===== config.mk =====
export PLATFORM = sky130hd
export DESIGN_NAME = approx_mult_pipe_flat
export DESIGN_NICKNAME = d
export VERILOG_FILES = /design/src/rtl/approx_mult_if.sv /design/src/rtl/approx_mult_pipe.sv /design/src/flat_wrapper.sv
export SDC_FILE = /design/constraint.sdc
export NUM_CORES = 1
export LEC_CHECK = 0
export ABC_AREA = 1
export CAP_MARGIN = 25
export CORE_MARGIN = 8
export CORE_UTILIZATION = 43
export CTS_CLUSTER_SIZE = 24
export DETAILED_ROUTE_END_ITERATION = 8
export PLACE_DENSITY = 0.72
export SLEW_MARGIN = 20
export SYNTH_ARGS = -nofsm -noshare
export SYNTH_HDL_FRONTEND = slang
export SYNTH_SLANG_ARGS = --single-unit

===== constraint.sdc =====
create_clock -name clk -period 6.86 [get_ports clk]
set_input_delay 0.686 -clock clk [delete_from_list [all_inputs] [get_ports clk]]
set_output_delay 0.686 -clock clk [all_outputs]
set_load 0.02 [all_outputs]

===== src/rtl/approx_mult_if.sv =====
// Operand/result handshake bundle for approx_mult_pipe.
// master drives operands and out_ready; slave is the multiplier.
interface approx_mult_if #(
  parameter int WIDTH = 8
);
  logic                 in_valid;
  logic                 in_ready;
  logic [WIDTH-1:0]     x;
  logic [WIDTH-1:0]     y;
  logic                 mode;
  logic                 out_valid;
  logic                 out_ready;
  logic [2*WIDTH-1:0]   z;
  logic [2*WIDTH-1:0]   err;
  logic                 out_mode;

  modport master (
    output in_valid, x, y, mode, out_ready,
    input  in_ready, out_valid, z, err, out_mode
  );

  modport slave (
    input  in_valid, x, y, mode, out_ready,
    output in_ready, out_valid, z, err, out_mode
  );
endinterface


===== src/rtl/approx_mult_pipe.sv =====
// Pipelined WIDTH x WIDTH unsigned approximate multiplier
// with per-transaction exact/approximate mode and error stats.
module approx_mult_pipe #(
  parameter int WIDTH       = 8,
  parameter int TRUNC_COLS  = 6,
  parameter int APPROX_COLS = 8,
  parameter int STAGES      = 2,
  parameter int CNT_W       = 16
) (
  input  logic             clk,
  input  logic             rst,
  approx_mult_if.slave     bus,
  input  logic             stat_clr,
  output logic [CNT_W-1:0] inexact_cnt
);
  localparam int PW = 2 * WIDTH;

  typedef struct packed {
    logic [PW-1:0] z;
    logic [PW-1:0] err;
    logic          mode;
  } res_t;

  logic [PW-1:0]     exact;
  logic [PW-1:0]     approx;
  res_t              res_in;
  res_t              st [STAGES];
  logic [STAGES-1:0] vld;
  logic [STAGES-1:0] adv;
  logic [STAGES-1:0] rdy;
  logic              out_fire;

  assign exact = PW'(bus.x) * PW'(bus.y);

  always_comb begin : col_model
    logic [PW-1:0]    csum;
    logic [WIDTH-1:0] xs;
    logic [WIDTH-1:0] ys;
    logic             pend;
    logic             pbit;
    logic             b;
    approx = '0;
    csum   = '0;
    xs     = '0;
    ys     = '0;
    pend   = 1'b0;
    pbit   = 1'b0;
    b      = 1'b0;
    for (int c = 0; c < PW; c++) begin
      csum = '0;
      pend = 1'b0;
      pbit = 1'b0;
      for (int i = 0; i < WIDTH; i++) begin
        if (c - i >= 0 && c - i < WIDTH) begin
          xs = bus.x >> i;
          ys = bus.y >> (c - i);
          b  = xs[0] & ys[0];
          if (c >= APPROX_COLS) begin
            csum = csum + PW'(b);
          end else if (c >= TRUNC_COLS) begin
            // rows ascending; pairs collapse to a single OR bit
            if (pend) begin
              csum = csum + PW'(pbit | b);
              pend = 1'b0;
            end else begin
              pbit = b;
              pend = 1'b1;
            end
          end
        end
      end
      if (pend) begin
        csum = csum + PW'(pbit);
      end
      approx = approx + (csum << c);
    end
  end

  always_comb begin
    res_in      = '0;
    res_in.mode = bus.mode;
    res_in.z    = bus.mode ? approx : exact;
    res_in.err  = exact - res_in.z;
  end

  // A stage moves when any stage downstream of it has room.
  always_comb begin
    logic down;
    down = 1'b0;
    adv  = '0;
    rdy  = '0;
    for (int s = 0; s < STAGES; s++) begin
      down = bus.out_ready;
      for (int t = STAGES - 1; t > s; t--) begin
        down = down | ~vld[t];
      end
      adv[s] = vld[s] & down;
      rdy[s] = ~vld[s] | down;
    end
  end

  for (genvar s = 0; s < STAGES; s++) begin : g_stage
    logic load;
    res_t d;
    logic v;
    res_t q;

    if (s == 0) begin : g_head
      assign load = bus.in_valid & rdy[0];
      assign d    = res_in;
    end else begin : g_body
      assign load = adv[s-1];
      assign d    = st[s-1];
    end

    always_ff @(posedge clk or posedge rst) begin
      if (rst) begin
        v <= 1'b0;
        q <= '0;
      end else if (load) begin
        v <= 1'b1;
        q <= d;
      end else if (adv[s]) begin
        v <= 1'b0;
      end
    end

    assign vld[s] = v;
    assign st[s]  = q;
  end

  assign bus.in_ready  = rdy[0];
  assign bus.out_valid = vld[STAGES-1];
  assign bus.z         = st[STAGES-1].z;
  assign bus.err       = st[STAGES-1].err;
  assign bus.out_mode  = st[STAGES-1].mode;

  assign out_fire = bus.out_valid & bus.out_ready;

  always_ff @(posedge clk or posedge rst) begin
    if (rst) begin
      inexact_cnt <= '0;
    end else if (stat_clr) begin
      inexact_cnt <= '0;
    end else if (out_fire && (|bus.err) && !(&inexact_cnt)) begin
      inexact_cnt <= inexact_cnt + CNT_W'(1);
    end
  end
endmodule


===== src/flat_wrapper.sv =====
// flat-port wrapper written by rule: the top's interface ports become plain ports
module approx_mult_pipe_flat 
#(
  parameter int WIDTH       = 8,
  parameter int TRUNC_COLS  = 6,
  parameter int APPROX_COLS = 8,
  parameter int STAGES      = 2,
  parameter int CNT_W       = 16
)
  (clk, rst, stat_clr, inexact_cnt, bus_in_valid, bus_x, bus_y, bus_mode, bus_out_ready, bus_in_ready, bus_out_valid, bus_z, bus_err, bus_out_mode);
  approx_mult_if #(.WIDTH(WIDTH)) bus_i ();
  input  logic clk;
  input  logic rst;
  input  logic stat_clr;
  output logic [CNT_W-1:0] inexact_cnt;
  input wire logic [$bits(bus_i.in_valid)-1:0] bus_in_valid;
  input wire logic [$bits(bus_i.x)-1:0] bus_x;
  input wire logic [$bits(bus_i.y)-1:0] bus_y;
  input wire logic [$bits(bus_i.mode)-1:0] bus_mode;
  input wire logic [$bits(bus_i.out_ready)-1:0] bus_out_ready;
  output wire logic [$bits(bus_i.in_ready)-1:0] bus_in_ready;
  output wire logic [$bits(bus_i.out_valid)-1:0] bus_out_valid;
  output wire logic [$bits(bus_i.z)-1:0] bus_z;
  output wire logic [$bits(bus_i.err)-1:0] bus_err;
  output wire logic [$bits(bus_i.out_mode)-1:0] bus_out_mode;
  assign bus_i.in_valid = bus_in_valid;
  assign bus_i.x = bus_x;
  assign bus_i.y = bus_y;
  assign bus_i.mode = bus_mode;
  assign bus_i.out_ready = bus_out_ready;
  assign bus_in_ready = bus_i.in_ready;
  assign bus_out_valid = bus_i.out_valid;
  assign bus_z = bus_i.z;
  assign bus_err = bus_i.err;
  assign bus_out_mode = bus_i.out_mode;
  approx_mult_pipe #(.WIDTH(WIDTH), .TRUNC_COLS(TRUNC_COLS), .APPROX_COLS(APPROX_COLS), .STAGES(STAGES), .CNT_W(CNT_W)) u_core (.clk(clk), .rst(rst), .bus(bus_i), .stat_clr(stat_clr), .inexact_cnt(inexact_cnt));
endmodule

* After elaboration in Yosys (flattened, before gate mapping) *
Cells that the tools add are included.

storage, ports and cells
  bits in registers = 84
  input bits = 22
  output and inout bits = 51
  word-level logic and storage cells = 119

operators by class
  $add $sub $neg = 37
  multiply operators = 1
  mux-type cells = 7
  bitwise gates (word level) = 57
  reductions and logical operators = 8

operators with widths
  cell                     number
  $add A16 B16 Y16         5
  $add A16 B15 Y16         3
  $mux W16                 3
  $and A1 B1 Y1            46
  $add A8 B1 Y8            5
  $add A9 B9 Y9            3
  $add A7 B1 Y7            3
  $add A10 B10 Y10         2
  $add A16 B1 Y16 const B  1
  $mul A8 B8 Y16           1
  $reduce_and A16 Y1       1
  $reduce_or A16 Y1        1
  $sub A16 B16 Y16         1
  $add A1 B1 Y2            6
  $add A2 B1 Y3            4
  $add A6 B1 Y6            2
  $add A10 B1 Y10          1
  $or A1 B1 Y1             9
  $reduce_bool A2 Y1       3
  $add A5 B1 Y5            1
  $mux W1                  4
  $logic_and A1 B1 Y1      2
  $not A1 Y1               2
  $logic_not A1 Y1         1

* Depth between registers and ports, before layout *
  depth after elaboration = 16
  depth in mapped cells = 38
  mapped depth without buffers = 37

* Least setup slack after synthesis *
Ideal clock, no wire load.

  path kind = input-to-reg
  start point = input bus_y[7]
  end point = register u_core.g_stage[0].q[15] (netlist bit)
  setup time = 127 ps
  arrival time = 6052 ps
  required time = 6733 ps
  setup slack = 681 ps
  stages on the path = 34
  path buffers = 1
  path through = clkbuf_1 nand2_1 fa_1 inv_1 ha_1 inv_1 fa_1 inv_1 ha_1 inv_1 fa_1 inv_1 ha_1 inv_1 fa_1 inv_1 ha_1 ha_1 inv_1 fa_1 nand2_1 o21ai_1 ha_1 nand2_1 inv_1 nand3_1 inv_1 nand2_1 nand2_1 nor2_1 o21ai_2 or2_1 nand3_1 o21ai_1

between the ends
  cells in the longest elaborated chain, start to end = 16
  elaborated cells between the ends (all ways) = 44
  those cells by class = 33 x add/sub; 1 x mul; 1 x mux; 9 x bitwise

RTL lines
  what                           RTL line                 RTL
  start: declaration             flat_wrapper.sv:18       input wire logic [$bits(bus_i.y)-1:0] bus_y;
  $and A1 B1 Y1                  approx_mult_pipe.sv:57   b = xs[0] & ys[0];
  $add A1 B1 Y2                  approx_mult_pipe.sv:59   csum = csum + PW'(b);
  $add A8 B1 Y8 (5 in a row)     approx_mult_pipe.sv:59
  $add A16 B16 Y16 (4 in a row)  approx_mult_pipe.sv:75   approx = approx + (csum << c);
  $add A16 B15 Y16 (3 in a row)  approx_mult_pipe.sv:75
  $mux W16                       approx_mult_pipe.sv:82   res_in.z = bus.mode ? approx : exact;
  $sub A16 B16 Y16 (*)           approx_mult_pipe.sv:83   res_in.err = exact - res_in.z;
  end signal: assignment         approx_mult_pipe.sv:119  q <= '0;
  end signal: assignment         approx_mult_pipe.sv:122  q <= d;
  end: declaration               approx_mult_pipe.sv:106  res_t q;

Every way passes the cells marked *; elsewhere a longest branch is shown, timed or not.
A chain may end at the register's enable or synchronous reset.

* Worst setup path in the final report *
  start point = input bus_x[1]
  end point = register u_core.g_stage[0].q[15] (netlist bit)

between the ends
  cells in the longest elaborated chain, start to end = 16
  elaborated cells between the ends (all ways) = 28
  those cells by class = 21 x add/sub; 1 x mul; 1 x mux; 5 x bitwise

RTL lines
  what                           RTL line                RTL
  start: declaration             flat_wrapper.sv:17      input wire logic [$bits(bus_i.x)-1:0] bus_x;
  $and A1 B1 Y1                  approx_mult_pipe.sv:57
  $add A1 B1 Y2                  approx_mult_pipe.sv:59
  $add A8 B1 Y8 (5 in a row)     approx_mult_pipe.sv:59
  $add A16 B16 Y16 (4 in a row)  approx_mult_pipe.sv:75
  $add A16 B15 Y16 (3 in a row)  approx_mult_pipe.sv:75
  $mux W16                       approx_mult_pipe.sv:82
  $sub A16 B16 Y16 (*)           approx_mult_pipe.sv:83

Marks and branches as above.

==> impl_table.tex <==
\begin{tabular}{lr}
\hline
Metric & Value \\
\hline
\multicolumn{2}{l}{\textbf{Placed design}} \\
\quad Routability cong. & 0.8787 \\
\quad Setup slack after placement & 0.02762 ns \\
\quad Port bufs & 72 \\
\quad Half-perimeter wire length of the detailed placement result & 13510 µm \\
\multicolumn{2}{l}{\textbf{Critical path}} \\
\quad Critical path's most frequent cell & sky130\_fd\_sc\_hd\_\_inv\_1 \\
\quad R2r setup slk & 4.28 ns \\
\quad Critical path's slowest cell & sky130\_fd\_sc\_hd\_\_clkdlybuf4s50\_1 \\
\quad Data arrival time at the worst-slack endpoint & 6.68 ns \\
\quad Required time of the critical path & 7.04 ns \\
\quad Kind of end point of the critical path & flop \\
\quad CP Class & in -> reg \\
\quad Top fanout value on the critical path & 2 \\
\quad Slowest Stage Delay on Critical Path & 0.53 ns \\
\quad Critical path launch point type & input port \\
\multicolumn{2}{l}{\textbf{Synthesis}} \\
\quad Synth unique cells & 37 \\
\quad Count of mapped cells out of synthesis & 937 \\
\quad Average cell area after synthesis & 7.963 µm² \\
\quad Synthesized net count & 1092 \\
\quad Synthesis Warnings & 0 \\
\quad Number of storage elements in the synthesis netlist & 84 \\
\quad Seq/Total Area, Yosys & 0.2817 \\
\quad Post-synth design cell area & 7461 µm² \\
\multicolumn{2}{l}{\textbf{Layout}} \\
\quad Commonest non-fill, non-tap cell in the layout & sky130\_fd\_sc\_hd\_\_inv\_1 \\
\quad Synthesis-to-finish area growth & 17.44\% \\
\quad Number of nets in the layout & 1159 \\
\quad Highest-count cells in the layout ignoring fill and taps & sky130\_fd\_sc\_hd\_\_inv\_1, sky130\_fd\_sc\_hd\_\_nand2\_1, sky130\_fd\_sc\_hd\_\_dfrtp\_1 \\
\quad Number of antenna diodes & 0 \\
\quad Share of post-route cells with drive strength above 1 & 0.07037 \\
\quad Final design utilization & 0.5119 \\
\quad Count of fill cells added during filler insertion & 1623 \\
\quad Total area of multi-input combinational cells & 4373 µm² \\
\quad Register Area & 2102 µm² \\
\multicolumn{2}{l}{\textbf{Timing}} \\
\quad F\_max & 153.9 MHz \\
\quad Period utilization & 0.9473 \\
\quad Maximum clock skew at final layout & 0.007152 ns \\
\quad Final worst hold slack & 0.4811 ns \\
\quad Post-Route Setup TNS & 0 ns \\
\quad Final slew viol count & 0 \\
\quad Hold Vio Cnt, Final & 0 \\
\quad Tmin final & 6.499 ns \\
\quad Unrepaired setup endpoints after global routing & false \\
\quad Max-Slew Margin vs Limit & 0.3601 \\
\quad Slew of the pin with the lowest slew margin & 0.9588 ns \\
\quad Setup violation total in the final timing report & 0 \\
\quad Setup slack after layout & 0.3614 ns \\
\multicolumn{2}{l}{\textbf{Global routing}} \\
\quad GRT Resource Usage Total & 0.1555 \\
\quad Via count of the first global-routing pass & 5934 \\
\quad First-pass GRT wire length & 28210 µm \\
\quad Initial antenna violation count & 0 \\
\quad Gr ovfl total & 0 \\
\quad Pin count of the biggest net entering global routing & 85 \\
\multicolumn{2}{l}{\textbf{Drt}} \\
\quad Post-detailed-route wirelength per cell & 13.21 µm \\
\quad DRC viols & 0 \\
\quad Number of antenna-violating nets in the routed design & 0 \\
\quad Number of detailed-routing iterations run before antenna repair & 5 \\
\quad Total number of vias & 5947 \\
\quad Wire length reported by the detailed router & 16300 µm \\
\quad Vias per std cell & 4.819 \\
\quad DR iter-0 viols & 288 \\
\multicolumn{2}{l}{\textbf{Die}} \\
\quad Core Rows & 48 \\
\quad Count of pins on the block boundary & 73 \\
\quad Height of the die & 147.7 µm \\
\quad Initial core utilization & 0.4359 \\
\quad Die area & 21820 µm² \\
\quad Die width & 147.7 µm \\
\quad Area inside the core boundary & 17120 µm² \\
\multicolumn{2}{l}{\textbf{Hold path}} \\
\quad Type of the worst min-delay path & reg -> reg \\
\multicolumn{2}{l}{\textbf{Clocking}} \\
\quad Worst-skew pair later-pin latency & 0.33 ns \\
\quad CTS tree & built \\
\quad \# resized after CTS & 0 \\
\quad TritonCTS Buffers & 9 \\
\quad Clock Root Buffer & sky130\_fd\_sc\_hd\_\_clkbuf\_16 \\
\quad Number of levels in the clock H-tree & 3 \\
\quad TritonCTS sink count & 84 \\
\quad Post-CTS clock slew at the launch and capture registers of the worst setup and hold paths & 0.06 ns \\
\quad Number of hold-repair buffers added at the cts stage & 0 \\
\quad CTS Buffer Depth & 2 \\
\quad Number of setup buffers added after CTS & 0 \\
\multicolumn{2}{l}{\textbf{Job}} \\
\quad \# Max-Cap Violations & 0 \\
\multicolumn{2}{l}{\textbf{Pwr}} \\
\quad Cell Pwr Density & 381.3 nW/µm² \\
\quad Static leakage & 4.873 nW \\
\quad Worst voltage drop across the vdd grid & 0.2844 mV \\
\multicolumn{2}{l}{\textbf{Status}} \\
\quad Result of the run & complete, no violations \\
\hline
\end{tabular}
-- synthesized netlist by cell type --
cell type	instances	area, µm²
sky130_fd_sc_hd__nor2_2	3	18.77
sky130_fd_sc_hd__ha_1	79	988.5
sky130_fd_sc_hd__buf_1	2	7.510
sky130_fd_sc_hd__o22ai_1	2	12.51
sky130_fd_sc_hd__a21oi_1	15	75.07
sky130_fd_sc_hd__mux2i_1	3	30.03
sky130_fd_sc_hd__buf_2	7	35.03
sky130_fd_sc_hd__nor2_1	25	93.84
sky130_fd_sc_hd__nand4_1	12	75.07
sky130_fd_sc_hd__a31oi_1	4	25.02
sky130_fd_sc_hd__inv_1	224	840.8
sky130_fd_sc_hd__o21ai_1	11	55.05
sky130_fd_sc_hd__fa_1	54	1081
sky130_fd_sc_hd__o31ai_1	1	7.510
sky130_fd_sc_hd__nor3_1	8	40.04
sky130_fd_sc_hd__nor2_4	1	11.26
sky130_fd_sc_hd__nor4_1	6	37.54
sky130_fd_sc_hd__nand2_1	213	799.5
sky130_fd_sc_hd__nand3_1	50	250.2
sky130_fd_sc_hd__mux2_2	19	214.0
sky130_fd_sc_hd__and3_1	1	6.260
sky130_fd_sc_hd__nand2_2	5	31.28
sky130_fd_sc_hd__o21bai_2	1	11.26
sky130_fd_sc_hd__clkbuf_1	24	90.09
sky130_fd_sc_hd__xor2_1	13	113.9
sky130_fd_sc_hd__xnor2_1	6	52.55
sky130_fd_sc_hd__or2_1	4	25.02
sky130_fd_sc_hd__o21ai_2	3	26.28
sky130_fd_sc_hd__buf_4	1	7.510
sky130_fd_sc_hd__dfrtp_1	84	2102
sky130_fd_sc_hd__a21o_1	1	7.510
sky130_fd_sc_hd__inv_2	2	7.510
sky130_fd_sc_hd__a31oi_2	1	12.51
sky130_fd_sc_hd__o21a_1	1	7.510
sky130_fd_sc_hd__and2_1	1	6.260
sky130_fd_sc_hd__o21ai_0	48	240.2
sky130_fd_sc_hd__o21bai_1	2	15.01
-- worst max-delay path: cells and delay by family --
kind	cells	cell delay, ns
AO/OA/AOI/OAI	3	0.29
adder cells (fa/ha/maj)	11	3.75
buffers and inverters	11	1.07
AND/OR/NAND/NOR	9	0.88
-- cell families after synthesis --
kind of cell	synth area share
and+or+nand+nor	0.1870
buffers and inverters	0.1325
adders and majority gates	0.2774
AOI/OAI and AO/OA	0.06641
DFF	0.2817
muxes	0.03270
xor gates and xnor gates	0.02230
-- worst paths after layout --
kind | startpoint | end | cells past startpoint
max | bus_x[1] | u_core.g_stage[0].q[15] | 34
min | u_core.g_stage[0].q[7] | u_core.g_stage[0].q[7] | 2
max reg2reg | u_core.inexact_cnt[0] | u_core.inexact_cnt[7] | 10
min reg2reg | u_core.g_stage[0].q[7] | u_core.g_stage[0].q[7] | 2
max in group asynchronous | rst | u_core.inexact_cnt[9] | 3
min in group asynchronous | rst | u_core.bus.out_valid | 3
-- area by class of cell --
type / count / area share
Timing Repair Buffer: 90 / 0.09810
Tap cell: 225 / 0.03213
Clock inverter: 5 / 0.004998
Multi-Input combinational cell: 593 / 0.4991
Inverter: 226 / 0.09696
Clock buffer: 11 / 0.02884
Sequential cell: 84 / 0.2399
-- power by group --
part / internal [mW] / switching, mW / total, mW
Clock: 0.269 / 0.196 / 0.465
Combinational: 0.882 / 1.25 / 2.13
Sequential: 0.655 / 0.0923 / 0.747
-- flip-flops by register name, summed over array words and instances, names as in the netlist --
name,count
u_core.bus.err,16
u_core.bus.out_valid,1
u_core.g_stage.q,33
u_core.bus.z,16
u_core.bus.out_mode,1
u_core.g_stage.v,1
u_core.inexact_cnt,16
-- metrics by stage --
step	cells	instance area, µm²	power [mW]
after global routing	1234	8762	3.676
after floorplan	937	7461	2.277
final	1234	8762	3.341
after detailed placement	1218	8459	2.867
after global placement	1218	8459	2.832
after CTS	1234	8756	3.367
-- metal layers --
metal / up-vias / GRT usage / part of all wire
met4: 0 / 0.05252 / 0.019
met1: 2787 / 0.1966 / 0.45
met3: 22 / 0.02599 / 0.053
met2: 127 / 0.2647 / 0.48
met5: - / 0 / 0
li1: 3011 / - / -
(Power assumes the default switching activity.)
